$ cat config.mk
export PLATFORM = sky130hd
export DESIGN_NAME = up_to_59
export DESIGN_NICKNAME = d
export VERILOG_FILES = /design/src/rtl/up_to_59.sv
export SDC_FILE = /design/constraint.sdc
export NUM_CORES = 1
export LEC_CHECK = 0
export CORE_UTILIZATION = 26
export DETAILED_ROUTE_END_ITERATION = 16
export PLACE_DENSITY = 0.56
export SLEW_MARGIN = 10
export SYNTH_ARGS = -nofsm -noshare
export SYNTH_HDL_FRONTEND = slang
export SYNTH_SLANG_ARGS = --single-unit
$ cat constraint.sdc
create_clock -name clock -period 3.3 [get_ports clock]
set_input_delay 0.99 -clock clock [delete_from_list [all_inputs] [get_ports clock]]
set_output_delay 0.99 -clock clock [all_outputs]
set_load 0.01 [all_outputs]
$ cat src/rtl/up_to_59.sv
// up_to_59: two-digit BCD elapsed-time counter that flags completion against a latched target
// Ports: clock, reset (sync, active-high); tick count enable; start/stop pulses;
//   target_tens/target_ones sampled on start; tens/ones BCD count; running/done
//   state flags; carry one-cycle wrap pulse.
// Optional UP_TO_59_WRAP_EN: wrap (LIMIT_TENS)9 -> 00 and pulse carry instead of saturating.
module up_to_59 #(
  parameter int LIMIT_TENS = 5
) (
  input  logic       clock,
  input  logic       reset,
  input  logic       tick,
  input  logic       start,
  input  logic       stop,
  input  logic [3:0] target_tens,
  input  logic [3:0] target_ones,
  output logic [3:0] tens,
  output logic [3:0] ones,
  output logic       running,
  output logic       done,
  output logic       carry
);
  typedef enum logic [1:0] {S_IDLE, S_RUN, S_DONE} state_t;
  state_t     r_state;
  logic [3:0] r_tens, r_ones, r_tgt_tens, r_tgt_ones;
  logic       r_running, r_done;
  logic       w_at_max, w_count, w_adv, w_tgt_ok, w_hit;
  logic [3:0] w_nxt_tens, w_nxt_ones;
  always_comb begin
    w_at_max   = r_tens == 4'(LIMIT_TENS) && r_ones == 4'd9;
    w_count    = tick && !start && !stop && r_state == S_RUN;
    w_nxt_ones = r_ones == 4'd9 ? 4'd0 : r_ones + 4'd1;
`ifdef UP_TO_59_WRAP_EN
    w_adv      = w_count;
    w_nxt_tens = w_at_max ? 4'd0 : (r_ones == 4'd9 ? r_tens + 4'd1 : r_tens);
`else
    w_adv      = w_count && !w_at_max;
    w_nxt_tens = r_ones == 4'd9 ? r_tens + 4'd1 : r_tens;
`endif
    // Target 00 or any digit outside the countable range means free-run.
    w_tgt_ok   = {r_tgt_tens, r_tgt_ones} != 8'h00 && r_tgt_ones <= 4'd9 &&
                 r_tgt_tens <= 4'(LIMIT_TENS);
    w_hit      = w_tgt_ok && w_nxt_tens == r_tgt_tens && w_nxt_ones == r_tgt_ones;
  end
  always_ff @(posedge clock) begin
    if (reset) begin
      r_state    <= S_IDLE;
      r_tens     <= 4'd0;
      r_ones     <= 4'd0;
      r_tgt_tens <= 4'd0;
      r_tgt_ones <= 4'd0;
      r_running  <= 1'b0;
      r_done     <= 1'b0;
    end else if (stop) begin
      if (r_state == S_RUN) begin
        r_state   <= S_IDLE;
        r_running <= 1'b0;
      end
    end else if (start) begin
      r_state    <= S_RUN;
      r_tens     <= 4'd0;
      r_ones     <= 4'd0;
      r_tgt_tens <= target_tens;
      r_tgt_ones <= target_ones;
      r_running  <= 1'b1;
      r_done     <= 1'b0;
    end else if (w_adv) begin
      r_tens <= w_nxt_tens;
      r_ones <= w_nxt_ones;
      if (w_hit) begin
        r_state   <= S_DONE;
        r_running <= 1'b0;
        r_done    <= 1'b1;
      end
    end
  end
`ifdef UP_TO_59_WRAP_EN
  logic r_carry;
  always_ff @(posedge clock) r_carry <= !reset && w_count && w_at_max;
  assign carry = r_carry;
`else
  assign carry = 1'b0;
`endif
  assign tens    = r_tens;
  assign ones    = r_ones;
  assign running = r_running;
  assign done    = r_done;
endmodule

# ---- Word level (Yosys, flattened, before mapping)
# Cells that the tools add are included.
dict set report totals {
  reg_bits 20
  input_bits 13
  output_inout_bits 11
}
dict set report op_classes {
  add_sub_neg 2
  order_cmp 2
  n_eq_ne 6
  mux 19
  n_bitwise 1
  reduce_logical 21
}
# cell n
set op_table {}
lappend op_table {{two-way mux 4 bit} 6}
lappend op_table {{two-way mux 2 bit} 5}
lappend op_table {{logical AND 1 bit} 9}
lappend op_table {{adder 4 x 1 -> 4 bit, second input constant} 2}
lappend op_table {{== test 4 bit} 2}
lappend op_table {{two-way mux 1 bit} 8}
lappend op_table {{nonzero test 8 bit} 1}
lappend op_table {{AND reduction 3 bit} 2}
lappend op_table {{nonzero test 3 bit} 2}
lappend op_table {{== test 4 x 3 -> 1 bit, second input constant} 1}
lappend op_table {{== test 4 bit, second input constant} 1}
lappend op_table {{<= comparator 4 x 3 -> 1 bit, second input constant} 1}
lappend op_table {{<= comparator 4 bit, second input constant} 1}
lappend op_table {{AND reduction 2 bit} 2}
lappend op_table {{nonzero test 2 bit} 2}
lappend op_table {{zero test 1 bit} 3}
lappend op_table {{== test 2 x 1 -> 1 bit, second input constant} 1}
lappend op_table {{!= test 2 x 1 -> 1 bit, second input constant} 1}
lappend op_table {{NOT 1 bit} 1}

# ---- Logic depth before layout (Yosys ltp)
dict set report depth {
  depth_word 9
  mapped_depth 8
  ltp_nobuf 8
}

# ---- Least setup slack after synthesis
# OpenSTA, ideal clock, no wires.
dict set report synth_timing {
  path_type {input port to flip-flop}
  start {input start}
  end {register r_state[0]}
  setup_ns 0.130
  arrival_ns 2.061
  required_time_ns 3.170
  slack_ns 1.109
  stages 6
  path_cell_list {nor4b_1 nand2_1 nor4_1 and3_1 and4_4 nor3_2}
}
dict set report synth_via {
  elab_chain_len 7
}
# element line
set synth_lines {}
lappend synth_lines {{start, declared} 12} ;# input logic start,
lappend synth_lines {{zero test 1 bit} 30} ;# w_count = tick && !start && !stop && r_state == S_RUN;
lappend synth_lines {{logical AND 1 bit (3 in a row)} 30}
lappend synth_lines {{logical AND 1 bit} 36} ;# w_adv = w_count && !w_at_max;
lappend synth_lines {{nonzero test 3 bit (no source line)} n/a}
lappend synth_lines {{AND reduction 3 bit (no source line)} n/a}
lappend synth_lines {{end signal, assigned} 46} ;# r_state <= S_IDLE;
lappend synth_lines {{end signal, assigned} 55} ;# r_state <= S_IDLE;
lappend synth_lines {{end signal, assigned} 59} ;# r_state <= S_RUN;
lappend synth_lines {{end, declared} 23} ;# state_t r_state;
# Parallel ways exist; a longest one is shown, timed or not.
# A chain may end at the register's enable or synchronous reset.

# ---- Final worst setup path
# Ends and elaborated chain as after synthesis.

==> summary.md <==
| Metric | Value |
|---|---|
| Status | finished, final reports clean |
| Die width | between 60 and 70 µm |
| Die height | 67.2 µm |
| Non-Filler Instances | around 210 |
| Starting Density | 27.4% |
| GR Overflow Total | 0 |
| DRC viols | 0 |
| Die area | 4510 µm² |
| DR pass1 iterations | 4 |
| Final HPWL DP | 1790 µm |
| Start point of the critical path | start |
| Nets | 175 |
| Relative slew margins | between 50% and 60% |
| Root buffer cell | clkbuf_8 |
| Clock Pin Slew Worst Setup and Hold Paths | 70 ps |
| RSZ-0062 raised after global routing | no |
| Final Cell Area | roughly 1400 µm² |
| Fillers | 434 |
| Vias | about 990 |
| Setup_tns | 0 ps |
| Req. time, crit path | 3420 ps |
| IO Count | 24 |
| Most common cell after layout, fill and taps aside | nand2_1 |
| Hold WS | 474 ps |
| Routed Antenna Nets | 0 |
| Area of the mapped netlist | 1100 µm² |
| Critical R2R Capture | r_state[0] |
| Placed Instance Area | between 1000 and 1500 µm² |
| Register Area | 380 µm² |
| Crit path kind | in2reg |
| Antenna cells | 0 |
| Postcts setup bufs | 0 |
| Drt initial violations | 44 |
| Worst path cell trace | clkdlybuf4s50_1 > nor4b_1 > nand2_1 > nor4_1 > and3_1 > and4_4 > nor3_2 |
| # rows | 23 |
| Area grow syn2layout | 26.6% |
| Most used routing layer | met2 |
| Area of the multi-input gates | 656 µm² |
| Reg2reg setup slack | 1350 ps |
| Clk Latency, worst-skew pair | 250 ps |
| FF+latch count, synth | 19 |
| CTS Hold Bufs | 0 |
| CTS tree | built |
| Max FO, Critical Path | 3 |
| Final Cycle Share | between 70 and 80% |
| Worst Skew | 5.27 ps |
| Worst setup EP type | flip-flop |
| Post-Syn Instances | 139 |
| Num CTS Buffers | 3 |
| Total GRT Usage | 12.1% |
| CTS Sinks | 19 |
| Crit path capture | r_state[0] |
| First-pass GRT wire length | 4200 µm |
| Max-slew violations | 0 |
| I/O Buffers | 22 |
| Routed Wire Length | 2430 µm |
| Met3 Track Usage GR | 2.03% |
| Post-synthesis cell type count | 41 |
| Share of cells above drive strength 1 | 7.55% |
| Static Leak | 0.493 nW |
| Final setup vio count | 0 |
| Setup crit start kind | primary input |
| CP arrival | 2670 ps |
| Sum of buffers and inverters on the critical path | 1 |
| WL/cell | 11.6 µm |
| R2r startpoint | ones[0] |
| Fin. Hold Viols | 0 |
| Pwr Density | 324 nW/µm² |
| Vias in the first global route | 926 |
| Top delay family on crit path | simple AND/OR/NAND/NOR gates |
| Most frequent cells in the layout | nand2_1 (23), clkdlybuf4s50_1 (22), a21oi_1 (20) |
| Mapped Avg Cell Area | about 8 µm² |
| HP Class | reg2reg |
| M1 GR Usage | around 16% |
| Final min period | ~2600 ps |
| Register area share after synthesis | about a third |
| Clk buf depth | 2 |
| Core area | 4030 µm² |
| Antenna violations before repair | 0 |
| FMAX | about 400 MHz |
| Worst-case vdd ir drop | 0.000185 V |
| Pwr Total | 452 µW |
| Routed vias/inst | 4.73 |
| H-tree depth | 1 |
| Yosys warns | 0 |
| Max-Cap Viols | 0 |
| Cell total after placement | about 210 |
| Slowest stage delay, CP | 430 ps |
| Crit-path slowest cell | clkdlybuf4s50_1 |
| R2R cell count | 6 |
| Largest net degree at the start of global routing | 20 |
| PostCTS Resize Cnt | 0 |
| Grt met2 use | 19.1% |
| Cell count along the critical path | 7 |
| GPL Wtd Cong | 0.790 |
| Syn Nets | between 150 and 200 |
| Worst slew pin tran | 709 ps |
-- state kept, by name (all words and copies together) (netlist names) --
register    cells
r_tgt_tens      4
done            1
r_state         2
ones            4
tens            4
r_tgt_ones      4
-- synthesized netlist by cell type (all sizes together) --
cell | instances | area share [%]
a211oi | 3 | 2.0
a21o | 1 | 0.68
a21oi | 21 | 9.9
a221o | 1 | 0.91
a311oi | 1 | 0.79
a31oi | 2 | 1.1
a41oi | 1 | 1.5
and2 | 1 | 0.57
and2b | 1 | 0.68
and3 | 1 | 0.57
and4 | 2 | 2.0
and4b | 1 | 0.91
and4bb | 1 | 1.5
buf | 5 | 3.4
clkbuf | 3 | 1.0
conb | 1 | 0.34
dfxtp | 19 | 34
ha | 2 | 2.3
inv | 5 | 1.7
mux2i | 1 | 0.91
nand2 | 23 | 7.8
nand2b | 3 | 1.7
nand3 | 2 | 0.91
nand4 | 3 | 1.7
nor2 | 8 | 2.9
nor2b | 2 | 1.1
nor3 | 2 | 1.4
nor4 | 2 | 1.1
nor4b | 1 | 0.79
o21a | 1 | 0.68
o21ai | 6 | 2.7
or2b | 1 | 0.68
or3 | 1 | 0.57
or4 | 1 | 0.68
xnor2 | 8 | 6.3
xor2 | 2 | 1.6
-- where the power goes --
| part | total [mW] | internal [mW] | switching (mW) |
|---|---|---|---|
| clock network | 0.162 | 0.0857 | 0.0760 |
| logic | 0.0497 | 0.0273 | 0.0225 |
| registers | 0.241 | 0.235 | 0.00622 |
| total | 0.452 | 0.348 | 0.105 |
-- worst register-to-register path, delay by kind of cell, from the launching register on --
kind | cells | cell delay [ps]
simple gates | 4 | 980
compound gates | 2 | 290
flops | 1 | 560
-- cell families after synthesis --
kind of cell    Yosys count  share of synthesized area, %
simple gates             56                          27.7
compound gates           37                          20.3
flops                    19                          34.5
buf+inv                  13                          6.12
xor+xnor                 10                          7.94
fa+ha+maj                 2                          2.27
other cells               1                         0.340
mux                       1                         0.907
-- how the worst min path moves through the flow --
stage	start	to	slack (ps)	cells after the start
after floorplan	r_state[1]	r_state[1]	440	2
after global placement	r_state[1]	r_state[1]	450	2
after detailed placement	r_state[1]	r_state[1]	470	2
after CTS	r_state[1]	r_state[1]	480	2
after global routing	done	done	520	1
final	r_state[1]	r_state[1]	470	2
-- area by class of cell --
class	instances	area share (%)
multi-input combinational	107	46.9
sequential	19	27.2
timing repair buffer	24	16.8
tap	50	4.48
clock buffer	4	3.22
inverter	5	1.34
-- layer usage --
layer	wire length [µm]	up-vias
met5	0	-
met4	23	0
met3	108	2
met2	1110	21
met1	1190	440
li1	-	525
-- per-stage QoR --
stage	setup slack, ps	util (%)
global route	590	34.7
CTS	770	34.7
global placement	534	33.6
detailed placement	501	33.6
floorplan	1110	-
finish	747	34.7
(Power assumes the default switching activity.)
